## config.mk

```make
export PLATFORM = sky130hd
export DESIGN_NAME = cone_sweep_ctrl
export DESIGN_NICKNAME = d
export VERILOG_FILES = /design/src/rtl/cone_sweep_pkg.sv /design/src/rtl/sweep_masked_incr.sv /design/src/rtl/cone_sweep_ctrl.sv
export SDC_FILE = /design/constraint.sdc
export NUM_CORES = 1
export LEC_CHECK = 0
export BUFFER_PORTS_ARGS = -buffer_cell sky130_fd_sc_hd__clkbuf_2
export CAP_MARGIN = 20
export CORE_MARGIN = 1.5
export CORE_UTILIZATION = 35
export DETAILED_ROUTE_END_ITERATION = 8
export HOLD_SLACK_MARGIN = 0.15
export PLACE_DENSITY = 0.51
export SYNTH_ARGS = -nofsm -noshare
export SYNTH_HDL_FRONTEND = slang
export SYNTH_HIERARCHICAL = 1
export SYNTH_SLANG_ARGS = --single-unit
```

## constraint.sdc

```tcl
create_clock -name clk -period 3.6 [get_ports clk]
set_input_delay 0.72 -clock clk [delete_from_list [all_inputs] [get_ports clk]]
set_output_delay 0.72 -clock clk [all_outputs]
set_load 0.01 [all_outputs]
```

## src/rtl/cone_sweep_pkg.sv

```systemverilog
// Shared types and helpers for the cone sweep controller.
// Holds default widths, the FSM state encoding and the x_out composition rule.
package cone_sweep_pkg;

    localparam int N_IN_DEF  = 13;
    localparam int CNT_W_DEF = N_IN_DEF + 1;
    localparam int MAX_IN    = 32;

    typedef enum logic [1:0] {
        IDLE  = 2'd0,
        SWEEP = 2'd1,
        DRAIN = 2'd2,
        DONE  = 2'd3
    } state_t;

    // Free inputs come from the enumeration counter, fixed inputs from the latched values.
    function automatic logic [MAX_IN-1:0] compose_x(
        input logic [MAX_IN-1:0] f,
        input logic [MAX_IN-1:0] mask,
        input logic [MAX_IN-1:0] val
    );
        return (f & ~mask) | (val & mask);
    endfunction

endpackage

```

## src/rtl/sweep_masked_incr.sv

```systemverilog
// Masked increment: steps the free-input counter over the zero bits of mask only.
// Combinational; last flags the carry out of the top bit, i.e. the final vector.
module sweep_masked_incr #(
    parameter int N = 13
) (
    input  logic [N-1:0] f,
    input  logic [N-1:0] mask,
    output logic [N-1:0] next_f,
    output logic         last
);

    logic [N:0] sum;

    // Forcing fixed bits to 1 lets the carry ripple straight through them.
    assign sum    = {1'b0, f | mask} + (N+1)'(1);
    assign next_f = sum[N-1:0] & ~mask;
    assign last   = sum[N];

endmodule

```

## src/rtl/cone_sweep_ctrl.sv

```systemverilog
// Sweeps a combinational cone over every vector of a restriction, counting ON-set minterms
// and capturing the lowest ON vector; a LAT-deep tag pipe aligns samples with cone latency.
module cone_sweep_ctrl
    import cone_sweep_pkg::*;
#(
    parameter int N_IN  = N_IN_DEF,
    parameter int LAT   = 0,
    parameter int CNT_W = N_IN + 1
) (
    input  logic             clk,
    input  logic             rst,
    input  logic             start,
    input  logic             abort,
    input  logic [N_IN-1:0]  fix_mask,
    input  logic [N_IN-1:0]  fix_val,
    input  logic             y_in,
    output logic [N_IN-1:0]  x_out,
    output logic             busy,
    output logic             done,
    output logic [CNT_W-1:0] onset_cnt,
    output logic [N_IN-1:0]  first_on,
    output logic             first_on_vld
);

    localparam logic [1:0] LAT_M1 = 2'(LAT > 0 ? LAT - 1 : 0);

    state_t          state;
    state_t          state_nxt;
    logic [N_IN-1:0] mask_q;
    logic [N_IN-1:0] val_q;
    logic [N_IN-1:0] f_q;
    logic            all_issued;
    logic            iss_q;
    logic [1:0]      drain_cnt;

    logic            accept;
    logic            issue;
    logic            load_vec;
    logic            flush;
    logic            sample;
    logic [N_IN-1:0] inc_f;
    logic [N_IN-1:0] inc_mask;
    logic [N_IN-1:0] inc_val;
    logic [N_IN-1:0] next_f;
    logic            last;
    logic [N_IN-1:0] x_nxt;
    logic            tap_vld;
    logic [N_IN-1:0] tap_vec;

    always_comb begin
        state_nxt = state;
        accept    = 1'b0;
        issue     = 1'b0;
        case (state)
            IDLE: begin
                if (start) begin
                    accept    = 1'b1;
                    state_nxt = SWEEP;
                end
            end
            SWEEP: begin
                if (abort) begin
                    state_nxt = IDLE;
                end else if (all_issued) begin
                    state_nxt = (LAT == 0) ? DONE : DRAIN;
                end else begin
                    issue = 1'b1;
                end
            end
            DRAIN: begin
                if (abort) begin
                    state_nxt = IDLE;
                end else if (drain_cnt == LAT_M1) begin
                    state_nxt = DONE;
                end
            end
            DONE: begin
                if (start) begin
                    accept    = 1'b1;
                    state_nxt = SWEEP;
                end else begin
                    state_nxt = IDLE;
                end
            end
            default: state_nxt = IDLE;
        endcase
    end

    assign busy     = (state == SWEEP) || (state == DRAIN);
    assign done     = (state == DONE);
    assign load_vec = accept | issue;
    assign flush    = busy & abort;

    // Vector 0 is issued on the accepting edge itself, straight from the live inputs.
    assign inc_f    = accept ? '0 : f_q;
    assign inc_mask = accept ? fix_mask : mask_q;
    assign inc_val  = accept ? fix_val : val_q;
    assign x_nxt    = N_IN'(compose_x(MAX_IN'(inc_f), MAX_IN'(inc_mask), MAX_IN'(inc_val)));

    sweep_masked_incr #(
        .N(N_IN)
    ) u_incr (
        .f      (inc_f),
        .mask   (inc_mask),
        .next_f (next_f),
        .last   (last)
    );

    generate
        if (LAT == 0) begin : g_direct
            assign tap_vld = iss_q;
            assign tap_vec = x_out;
        end else begin : g_pipe
            logic [LAT-1:0]  vld_pipe;
            logic [N_IN-1:0] vec_pipe [LAT];

            always_ff @(posedge clk) begin
                if (rst || flush) begin
                    vld_pipe <= '0;
                end else begin
                    vld_pipe[0] <= iss_q;
                    for (int i = 1; i < LAT; i++) begin
                        vld_pipe[i] <= vld_pipe[i-1];
                    end
                end
            end

            always_ff @(posedge clk) begin
                vec_pipe[0] <= x_out;
                for (int i = 1; i < LAT; i++) begin
                    vec_pipe[i] <= vec_pipe[i-1];
                end
            end

            assign tap_vld = vld_pipe[LAT-1];
            assign tap_vec = vec_pipe[LAT-1];
        end
    endgenerate

    assign sample = tap_vld & y_in & busy & ~abort;

    always_ff @(posedge clk) begin
        if (rst) begin
            state        <= IDLE;
            mask_q       <= '0;
            val_q        <= '0;
            f_q          <= '0;
            all_issued   <= 1'b0;
            iss_q        <= 1'b0;
            drain_cnt    <= '0;
            x_out        <= '0;
            onset_cnt    <= '0;
            first_on     <= '0;
            first_on_vld <= 1'b0;
        end else begin
            state <= state_nxt;
            iss_q <= load_vec;
            if (load_vec) begin
                x_out      <= x_nxt;
                f_q        <= next_f;
                all_issued <= last;
            end
            drain_cnt <= (state == DRAIN) ? drain_cnt + 2'd1 : 2'd0;
            if (accept) begin
                mask_q       <= fix_mask;
                val_q        <= fix_val;
                onset_cnt    <= '0;
                first_on     <= '0;
                first_on_vld <= 1'b0;
            end else if (sample) begin
                onset_cnt <= onset_cnt + CNT_W'(1);
                // Enumeration is increasing, so the first ON sample is the minimum.
                if (!first_on_vld) begin
                    first_on     <= tap_vec;
                    first_on_vld <= 1'b1;
                end
            end
        end
    end

endmodule

```

==> impl_metrics.py, run 1 <==
metrics = {
    "status": {
        "status": "finished, final reports clean",
    },
    "final_layout": {
        "fin_util_pct": 43.3,
        "syn_to_final_growth_pct": 19.0,
        "layout_common_cells": "nand2_1, a21oi_1, dfxtp_1, clkbuf_2, nor2_1",
        "nets": 611,
        "diodes": 0,
        "drive_above_1_share_pct": 19.1,
        "final_cells": 717,
        "layout_commonest_cell": "nand2_1",
    },
    "logic_synthesis": {
        "ys_types": 44,
        "synth_seq_cells": 86,
        "synth_top_area_share_pct": 42.9,
        "syn_area_mm2": 0.00402,
        "postSynthAreaPerCell_um2": 7.91,
        "yosys_warnings": 6,
        "synthTopCellsByArea": "dfxtp_1, nand2_1, a21oi_1",
        "synth_seq_area_share_pct": 42.9,
        "synthMuxAreaShare_pct": 4.02,
        "yosys.area.top_type": "dfxtp_1",
        "synth_nets": 547,
        "synth_top_family_by_area": "simple AND/OR/NAND/NOR gates",
        "yosys.area_share.adder_pct": 2.49,
        "yosys.area_share.simple_pct": 25.6,
        "synthCells": 508,
        "synth_compound_area_share_pct": 18.2,
        "synth_xor_area_share_pct": 3.05,
    },
    "worst_setup_path": {
        "slowest_stage": "ha_1",
        "crit_chain": "inv_1 -> ha_1 -> nand2b_2 -> buf_4 -> nand2_1 -> nand2_1 -> o221ai_2 -> nor3_2 -> a311oi_1 -> a41o_1 -> nand2_1 -> a21oi_1",
        "crit_family": "simple AND/OR/NAND/NOR gates",
        "cp_slowest_stage_delay_ns": 0.39,
        "crit_arrival_ns": 3.06,
        "critical_path_buf_inv_count": 2,
        "required_ns": 3.80,
        "critPathMaxFanout": 33,
        "worst_setup_path_start_kind": "register",
        "path_common_cell": "nand2_1",
        "worst_setup_path_end_kind": "register",
        "criticalPathCategory": "register to register",
    },
    "global_route": {
        "antenna_found_initial": 0,
        "grt_pass1_vias": 3392,
        "grt_max_degree": 58,
        "grt_pass1_wl_um": 16100,
        "grtUsageTotal_pct": 17.4,
        "grt_overflow": 0,
    },
    "placement": {
        "place_congestion": 0.740,
        "dp.cells": 701,
        "port_buffers": 73,
        "hpwl_um": 6850,
    },
    "power_and_ir_drop": {
        "seqPwrFrac_pct": 44.0,
        "switchingPower_mw": 0.731,
        "sw_frac_of_total_pct": 30.4,
        "power_density_mw_per_mm2": 504,
        "leakagePower_nw": 1.92,
        "combPwrFrac_pct": 20.4,
        "pwr-share-clk_pct": 35.6,
        "p_int_mw": 1.68,
        "ir_drop_v": 0.000235,
    },
    "drt": {
        "vias_per_cell": 4.94,
        "vias": 3545,
        "routed_wl_um": 9770,
        "avgRoutedWirePerCell_um": 13.6,
        "detail-route-antenna-nets": 0,
        "drcViolationCount": 0,
        "drt_pass1_iterations": 4,
        "drt-initial-drc-count": 216,
    },
    "sta": {
        "worstMarginPinSlew_ns": 0.950,
        "fmax_ghz": 0.350,
        "finalHoldViolations": 0,
        "tns_ns": 0,
        "rsz0062_at_grt": "no",
        "relSlewSlack_pct": 36.4,
        "final.setup_skew_ns": 0.0140,
        "slew_viol_final": 0,
        "finalCritPeriodShare_pct": 79.4,
        "setup_viol_count_final": 0,
        "period_minus_slack_ns": 2.86,
    },
    "floorplanning": {
        "core_mm2": 0.0110,
        "die_area_mm2": 0.0121,
        "die-width_um": 110,
        "start_util_pct": 36.4,
        "io_pins": 74,
        "rows": 38,
        "die_y_um": 110,
    },
    "clocking": {
        "cts_buffers": 9,
        "cts_sinks": 86,
        "cts_hold_buf": 0,
        "cts_setup_buffers": 0,
        "cts_tree": "built",
        "path_clk_slew_ns": 0.07,
        "cts_root_buf": "clkbuf_16",
        "clk_path_buf_depth": 2,
        "cts_resized": 0,
        "worst_skew_pair.late_latency_ns": 0.35,
        "htreeDepth": 3,
    },
    "job": {
        "drv_cap": 0,
    },
    "hold_path": {
        "hp-class": "register to register",
    },
}
[power groups by stage]
stage	clock [mW]	sequential [mW]	combinational [mW]
after detailed placement	0	1.08	0.494
after global routing	0.924	1.07	0.554
after CTS	0.887	1.06	0.498
after floorplan	0	1.08	0.335
after global placement	0	1.08	0.490
final	0.857	1.06	0.492
[stage by stage]
stage	setup WS, ns	cell area, um^2	hold WS [ns]	total power, mW
finish	0.741	4780	0.456	2.41
global route	0.472	4780	0.473	2.55
CTS	0.756	4780	0.456	2.45
detailed placement	0.754	4510	0.448	1.58
global placement	0.830	4510	0.442	1.57
floorplan	0.685	4020	0.436	1.41
[cells in the mapped netlist, drive strengths merged]
cell     instances
o22ai            5
nor2            30
xnor2            8
mux2i           15
nand3            6
a311oi           1
buf             17
nand4bb          1
nand4            5
o221ai           1
clkbuf          10
nand4b           1
or2              3
dfxtp           86
and2            15
nand2b           5
nor4             2
or4              2
mux2             1
o211ai           2
and3             5
a211o           13
nor2b            4
nand2          138
o311a            1
o21ai            9
or3              5
inv              9
nor3             2
a22oi            1
xor2             6
and4             1
o21a             1
ha               8
and4b            1
a41o             1
a21oi           87
[routing by layer]
metal	up-vias	global-route usage, %	part of all wire (%)
li1	1856	-	-
met1	1613	23.1	49
met2	65	27.2	44
met3	11	4.59	5.5
met4	0	5.86	1.2
met5	-	0	0
[state kept, by name, indices dropped and copies added, names as in the netlist]
| name | flops |
|---|---|
| f_q | 13 |
| first_on_vld | 1 |
| state | 2 |
| iss_q | 1 |
| onset_cnt | 14 |
| x_out | 13 |
| val_q | 13 |
| all_issued | 1 |
| first_on | 13 |
| drain_cnt | 2 |
| mask_q | 13 |
[cell families after synthesis]
kind of cell    Yosys count
simple gates            226
compound gates          122
flops                    86
buf+inv                  36
mux                      16
xor+xnor                 14
fa+ha+maj                 8
[tightest hold or removal path: cells and delay by family, from the launching register on]
kind | cells | cell delay (ns)
and+or+nand+nor | 1 | 0.05
DFF | 1 | 0.31
AOI/OAI and AO/OA | 1 | 0.05
[path summary, 6_finish.rpt]
path / from / endpoint / slack, ns / cells past startpoint
setup / recovery: state[1] / f_q[12] / 0.74 / 12
hold / removal: first_on[11] / first_on[11] / 0.46 / 2
setup reg to reg: state[1] / f_q[12] / 0.74 / 12
hold reg to reg: first_on[11] / first_on[11] / 0.46 / 2
[area by class of cell]
cell class              count  area (um^2)
repair buffers             80          430
fillers                  1159         6250
well taps                 140          175
multi-input cells         386         2150
inverters                   9         33.8
clock buffers              13          250
clock inverters             3         20.0
flip-flops and latches     86         1720
Note: power is estimated with default switching activity, not from simulation.
==> run 2, diff against run 1 <==
--- a/config.mk
+++ b/config.mk
@@ -5,13 +5,14 @@
 export SDC_FILE = /design/constraint.sdc
 export NUM_CORES = 1
 export LEC_CHECK = 0
+export ABC_AREA = 1
 export BUFFER_PORTS_ARGS = -buffer_cell sky130_fd_sc_hd__clkbuf_2
 export CAP_MARGIN = 20
 export CORE_MARGIN = 1.5
 export CORE_UTILIZATION = 35
 export DETAILED_ROUTE_END_ITERATION = 8
 export HOLD_SLACK_MARGIN = 0.15
-export PLACE_DENSITY = 0.51
+export PLACE_DENSITY = 0.53
 export SYNTH_ARGS = -nofsm -noshare
 export SYNTH_HDL_FRONTEND = slang
 export SYNTH_HIERARCHICAL = 1
==> constraint.sdc (replaced) <==
create_clock -name clk -period 2.49 [get_ports clk]
set_input_delay 0.498 -clock clk [delete_from_list [all_inputs] [get_ports clk]]
set_output_delay 0.498 -clock clk [all_outputs]
set_load 0.01 [all_outputs]
==> impl_metrics.py, run 2 <==
metrics = {
    "drt": {
        "routed_wl_um": 11100,
        "drcViolationCount": 0,
        "vias": 3960,
        "drt-initial-drc-count": 259,
        "avgRoutedWirePerCell_um": 13.2,
        "drt_pass1_iterations": 5,
        "vias_per_cell": 4.72,
        "detail-route-antenna-nets": 0,
    },
    "power_and_ir_drop": {
        "power_density_mw_per_mm2": 1210,
        "p_int_mw": 3.76,
        "pwr-share-clk_pct": 23.8,
        "switchingPower_mw": 2.64,
        "leakagePower_nw": 2.23,
        "ir_drop_v": 0.000535,
        "seqPwrFrac_pct": 29.8,
        "combPwrFrac_pct": 46.4,
        "sw_frac_of_total_pct": 41.3,
    },
    "sta": {
        "layout_setup_ws_ns": 0.142,
        "whs_ns": 0.400,
        "period_minus_slack_ns": 2.35,
        "finalHoldViolations": 0,
        "finalCritPeriodShare_pct": 94.3,
        "relSlewSlack_pct": 61.5,
        "fmax_ghz": 0.426,
        "setup_viol_count_final": 0,
        "rsz0062_at_grt": "yes",
        "slew_viol_final": 0,
        "final.setup_skew_ns": 0.00644,
        "worstMarginPinSlew_ns": 0.576,
    },
    "logic_synthesis": {
        "synth_nets": 636,
        "synth_seq_area_share_pct": 40.6,
        "syn_area_mm2": 0.00424,
        "synth_seq_cells": 86,
        "yosys.area.top_type": "dfxtp_1",
        "yosys_warnings": 6,
        "ys_types": 31,
        "synthCells": 597,
        "synthTopCellsByCount": "nand2_1, dfxtp_1, nor2_1",
        "async_reset_ff_share_pct": 0,
        "postSynthAreaPerCell_um2": 7.10,
        "yosys_most_used_dff": "dfxtp_1",
        "synth-edff-count": 0,
        "yosysMostFrequentCell": "nand2_1",
        "synth_top_area_share_pct": 40.6,
        "synthTopCellsByArea": "dfxtp_1, nand2_1, nor2_1",
    },
    "placement": {
        "pre_cts_ws_ns": 0.0396,
        "hpwl_um": 8130,
        "place_congestion": 0.890,
        "port_buffers": 73,
    },
    "clocking": {
        "path_clk_slew_ns": 0.06,
        "cts_buffers": 9,
        "htreeDepth": 3,
        "cts_sinks": 86,
        "cts_tree": "built",
        "cts_root_buf": "clkbuf_16",
        "worst_skew_pair.late_latency_ns": 0.35,
        "clk_path_buf_depth": 2,
    },
    "worst_setup_path": {
        "worstReg2RegEnd": "all_issued",
        "reg2reg_depth": 16,
        "critPathMaxFanout": 13,
        "critical_path.endpoint": "all_issued",
        "timing.rr.start": "state[1]",
        "criticalPathCategory": "register to register",
        "worst_setup_path_end_kind": "register",
        "worst_setup_path_start_kind": "register",
        "critPathLaunch": "state[1]",
        "required_ns": 2.77,
        "crit_arrival_ns": 2.63,
        "r2r_setup_slack_ns": 0.14,
    },
    "floorplanning": {
        "die_area_mm2": 0.0128,
        "rows": 40,
        "die-width_um": 113,
        "io_pins": 74,
        "die_y_um": 113,
        "start_util_pct": 35.6,
        "core_mm2": 0.0119,
    },
    "final_layout": {
        "fin_util_pct": 44.3,
        "largest-register": "onset_cnt",
        "nets": 726,
        "regArea_mm2": 0.00172,
        "multi_input_area_mm2": 0.00217,
        "layout_common_cells": "nand2_1, dfxtp_1, clkbuf_2, nor2_1, inv_1",
        "layout_commonest_cell": "nand2_1",
        "largest_register_ffs": 14,
        "diodes": 0,
        "drive_above_1_share_pct": 25.9,
        "fillers": 1236,
        "syn_to_final_growth_pct": 24.5,
    },
    "global_route": {
        "grt_pass1_vias": 3739,
        "grtUsageTotal_pct": 18.3,
        "antenna_found_initial": 0,
        "grt_overflow": 0,
        "grt_pass1_wl_um": 18400,
        "grt_max_degree": 29,
    },
    "status": {
        "status": "finished, final reports clean",
    },
    "job": {
        "drv_cap": 0,
    },
    "hold_path": {
        "hp-class": "input pin to register",
    },
}
-- run 2: changes by cell type in the layout (fill, tap and decap cells not counted), moves of 14 or more --
cell / change
mux2i_1: -15
nor2_1: +42
nor3_1: +16
nor2_4: +16
buf_4: +17
nand3_1: +20
a21oi_1: -45
o21ai_0: +27
inv_1: +54
nor2_2: +21
and2_1: -14
-- run 2: worst max-delay path, cell delays in order, from the launching register on --
cell and delay (ns):
dfxtp_2 0.35, inv_1 0.08, ha_4 0.27, inv_1 0.07
nand2_4 0.14, clkinv_8 0.10, buf_12 0.16, buf_4 0.14
nor2_2 0.09, nor2_1 0.08, nor2_1 0.13, nand2_2 0.09
nor2_4 0.16, nand2_1 0.10, nor3_2 0.12, nand2_1 0.08
o21ai_1 0.11
-- run 2: what timing repair did --
item	in CTS	in global routing
hold buffers	0	0
setup buffers	0	9
resized for setup	0	17
setup endpoints to repair	0	11
-- run 2: power by group through the flow --
stage	Clock, mW	Sequential [mW]	Combinational [mW]
after floorplan	0	1.93	1.98
after global placement	0	1.93	2.70
after detailed placement	0	1.94	2.73
after CTS	1.56	1.91	2.75
after global routing	1.64	1.95	3.33
final	1.52	1.91	2.97
-- run 2: worst min-delay path by stage --
stage	cells after the start	endpoint	startpoint	slack [ns]
CTS	3	val_q[4]	fix_val[4]	0.40
finish	3	val_q[10]	fix_val[10]	0.40
global placement	1	drain_cnt[0]	drain_cnt[0]	0.40
detailed placement	1	drain_cnt[0]	drain_cnt[0]	0.41
global route	3	val_q[4]	fix_val[4]	0.41
floorplan	1	drain_cnt[0]	drain_cnt[0]	0.39
-- run 2: logic make-up (layout without fill, tap and decap cells) --
logic type	Yosys count	count (layout)	share of synthesized area [%]
AND/OR/NAND/NOR	312	312	34.9
AO/OA/AOI/OAI	101	101	12.7
flip-flops	86	86	40.6
buffers and inverters	89	184	9.29
XOR/XNOR	1	1	0.207
adder cells (fa/ha/maj)	8	8	2.36
-- run 2: area by class of cell --
type,count,share of cell area [%]
clock inverter,3,1.23
sequential,86,32.6
multi-input combinational,422,41.2
timing repair buffer,99,11.2
tap,147,3.48
inverter,68,5.07
timing repair inverter,1,0.118
clock buffer,13,5.12
-- run 2: metrics by stage --
| step | TNS, ns | cell area, um^2 | power, mW | instances |
|---|---|---|---|---|
| after global routing | -0.0717 | 5280 | 6.91 | 839 |
| after global placement | 0 | 4810 | 4.62 | 813 |
| after detailed placement | 0 | 4810 | 4.67 | 813 |
| after CTS | 0 | 5150 | 6.22 | 829 |
| final | 0 | 5280 | 6.41 | 839 |
| after floorplan | 0 | 4240 | 3.91 | 597 |
-- run 2: routing by layer --
| layer | track usage (%) | wire length (um) | part of all wire, % |
|---|---|---|---|
| met3 | 4.82 | 441 | 4.0 |
| met4 | 5.25 | 128 | 1.2 |
| met2 | 28.0 | 4940 | 45 |
| met5 | 0 | 0 | 0 |
| met1 | 25.6 | 5570 | 50 |
==> run 3, diff against run 2 <==
--- a/config.mk
+++ b/config.mk
@@ -5,9 +5,9 @@
 export SDC_FILE = /design/constraint.sdc
 export NUM_CORES = 1
 export LEC_CHECK = 0
-export ABC_AREA = 1
 export BUFFER_PORTS_ARGS = -buffer_cell sky130_fd_sc_hd__clkbuf_2
 export CAP_MARGIN = 20
+export CORE_ASPECT_RATIO = 1.25
 export CORE_MARGIN = 1.5
 export CORE_UTILIZATION = 35
 export DETAILED_ROUTE_END_ITERATION = 8
==> impl_metrics.py, run 3 (synthesis results as in run 1) <==
metrics = {
    "drt": {
        "detail-route-antenna-nets": 0,
        "avgRoutedWirePerCell_um": 13.9,
        "vias_per_cell": 5.04,
        "drt_pass1_iterations": 6,
        "vias": 3631,
        "drcViolationCount": 8,
        "drt-initial-drc-count": 127,
        "routed_wl_um": 9990,
    },
    "final_layout": {
        "nets": 620,
        "final_cells": 721,
        "layout_commonest_cell": "nand2_1",
        "largest-register": "onset_cnt",
        "diodes": 0,
        "multi_input_area_mm2": 0.00223,
        "fillers": 1183,
        "drive_above_1_share_pct": 23.9,
        "layout_common_cells": "nand2_1, a21oi_1, dfxtp_1, clkbuf_2, nor2_1",
        "regArea_mm2": 0.00172,
        "largest_register_ffs": 14,
        "syn_to_final_growth_pct": 23.4,
    },
    "clocking": {
        "path_clk_slew_ns": 0.06,
        "cts_buffers": 9,
        "cts_tree": "built",
        "worst_skew_pair.late_latency_ns": 0.34,
        "cts_sinks": 86,
        "cts_root_buf": "clkbuf_16",
        "clk_path_buf_depth": 2,
        "htreeDepth": 3,
    },
    "global_route": {
        "antenna_found_initial": 0,
        "grt_use_met1_pct": 22.1,
        "grt_pass1_wl_um": 16200,
        "grtUsageTotal_pct": 16.9,
        "grt-busiest-layer": "met2",
        "grtUsageMet3_pct": 2.79,
        "met2_usage_pct": 27.6,
        "grt_overflow": 0,
        "grt_pass1_vias": 3422,
        "grt_max_degree": 34,
    },
    "sta": {
        "finalHoldViolations": 0,
        "period_minus_slack_ns": 2.35,
        "setup_viol_count_final": 0,
        "whs_ns": 0.395,
        "finalCritPeriodShare_pct": 94.2,
        "slew_viol_final": 0,
        "fmax_ghz": 0.426,
        "worstMarginPinSlew_ns": 0.515,
        "final.setup_skew_ns": 0.00430,
        "relSlewSlack_pct": 65.6,
        "layout_setup_ws_ns": 0.144,
        "rsz0062_at_grt": "yes",
    },
    "floorplanning": {
        "rows": 43,
        "core_mm2": 0.0111,
        "start_util_pct": 36.1,
        "die-width_um": 98.8,
        "die_y_um": 123,
        "die_area_mm2": 0.0121,
        "io_pins": 74,
    },
    "worst_setup_path": {
        "slowest_stage": "dfxtp_2",
        "path_depth": 11,
        "required_ns": 2.70,
        "critical_path_buf_inv_count": 2,
        "r2r_setup_slack_ns": 0.14,
        "criticalPathCategory": "register to register",
        "timing.rr.start": "state[1]",
        "worst_setup_path_start_kind": "register",
        "crit_arrival_ns": 2.56,
        "reg2reg_depth": 11,
        "worst_setup_path_end_kind": "register",
        "crit_chain": "inv_2 -> ha_4 -> nand2b_4 -> buf_12 -> and2_1 -> o22ai_4 -> nor2_2 -> o211ai_1 -> mux2_1 -> nand2_1 -> a21oi_1",
        "critPathMaxFanout": 26,
        "critical_path.endpoint": "f_q[9]",
        "worstReg2RegEnd": "f_q[9]",
        "critPathLaunch": "state[1]",
        "cp_slowest_stage_delay_ns": 0.36,
        "crit_family": "simple AND/OR/NAND/NOR gates",
    },
    "status": {
        "status": "finished with violations",
        "violations": "design-rule violations",
    },
    "power_and_ir_drop": {
        "total_power_mw": 3.59,
        "leakagePower_nw": 2.01,
        "ir_drop_v": 0.000306,
        "p_int_mw": 2.49,
        "power_density_mw_per_mm2": 724,
        "sw_frac_of_total_pct": 30.8,
        "seqPwrFrac_pct": 42.7,
        "combPwrFrac_pct": 22.3,
        "pwr-share-clk_pct": 34.9,
        "switchingPower_mw": 1.11,
    },
    "job": {
        "drv_cap": 0,
    },
    "placement": {
        "place_congestion": 0.841,
        "pre_cts_ws_ns": 0.0615,
        "dp.cells": 704,
        "port_buffers": 73,
        "hpwl_um": 7130,
    },
    "hold_path": {
        "hp-class": "input pin to register",
    },
}
[run 3: worst min-delay path by stage]
stage | end | start | depth (start not counted) | slack [ns]
after floorplan | val_q[0] | val_q[0] | 2 | 0.44
after global placement | val_q[8] | val_q[8] | 2 | 0.44
after detailed placement | first_on[3] | first_on[3] | 2 | 0.45
after CTS | val_q[2] | fix_val[2] | 3 | 0.38
after global routing | val_q[0] | fix_val[0] | 3 | 0.40
final | val_q[2] | fix_val[2] | 3 | 0.39
[run 3: what timing repair did]
action | 4_1_cts | 5_1_grt
resized for setup | 0 | 11
setup endpoints to repair | 0 | 7
setup buffers | 0 | 1
hold buffers | 0 | 0
[run 3: cell type report]
cell class	instances	share of cell area [%]
multi-input cells	386	45.0
flip-flops and latches	86	34.8
repair buffers	89	10.6
clock buffers	10	4.82
well taps	135	3.41
clock inverters	6	0.757
inverters	9	0.681
[run 3: metrics by stage]
step / utilization (%) / instance area [um^2] / TNS (ns)
2_1_floorplan: - / 4100 / 0
3_3_place_gp: 41.7 / 4640 / 0
3_5_place_dp: 41.7 / 4640 / 0
4_1_cts: 44.2 / 4920 / 0
5_1_grt: 44.5 / 4960 / -0.00717
6_report: 44.5 / 4960 / 0
[run 3: per-layer routing]
layer,share of wire [%],wire [um],up-vias
met2,47,4680,68
met5,0,0,-
met4,1.9,188,0
met1,48,4790,1680
met3,3.3,327,14
li1,-,-,1869
[run 3: tightest hold or removal path, stage by stage]
cell	delay, ns
clkbuf_2	0.09
nand2_1	0.05
a21oi_1	0.05
[run 3: power groups by stage]
stage / clock, mW / combinational, mW / sequential [mW]
2_1_floorplan: 0 / 0.539 / 1.56
3_5_place_dp: 0 / 0.784 / 1.57
3_3_place_gp: 0 / 0.776 / 1.56
6_report: 1.25 / 0.801 / 1.53
5_1_grt: 1.34 / 0.898 / 1.54
4_1_cts: 1.30 / 0.791 / 1.54
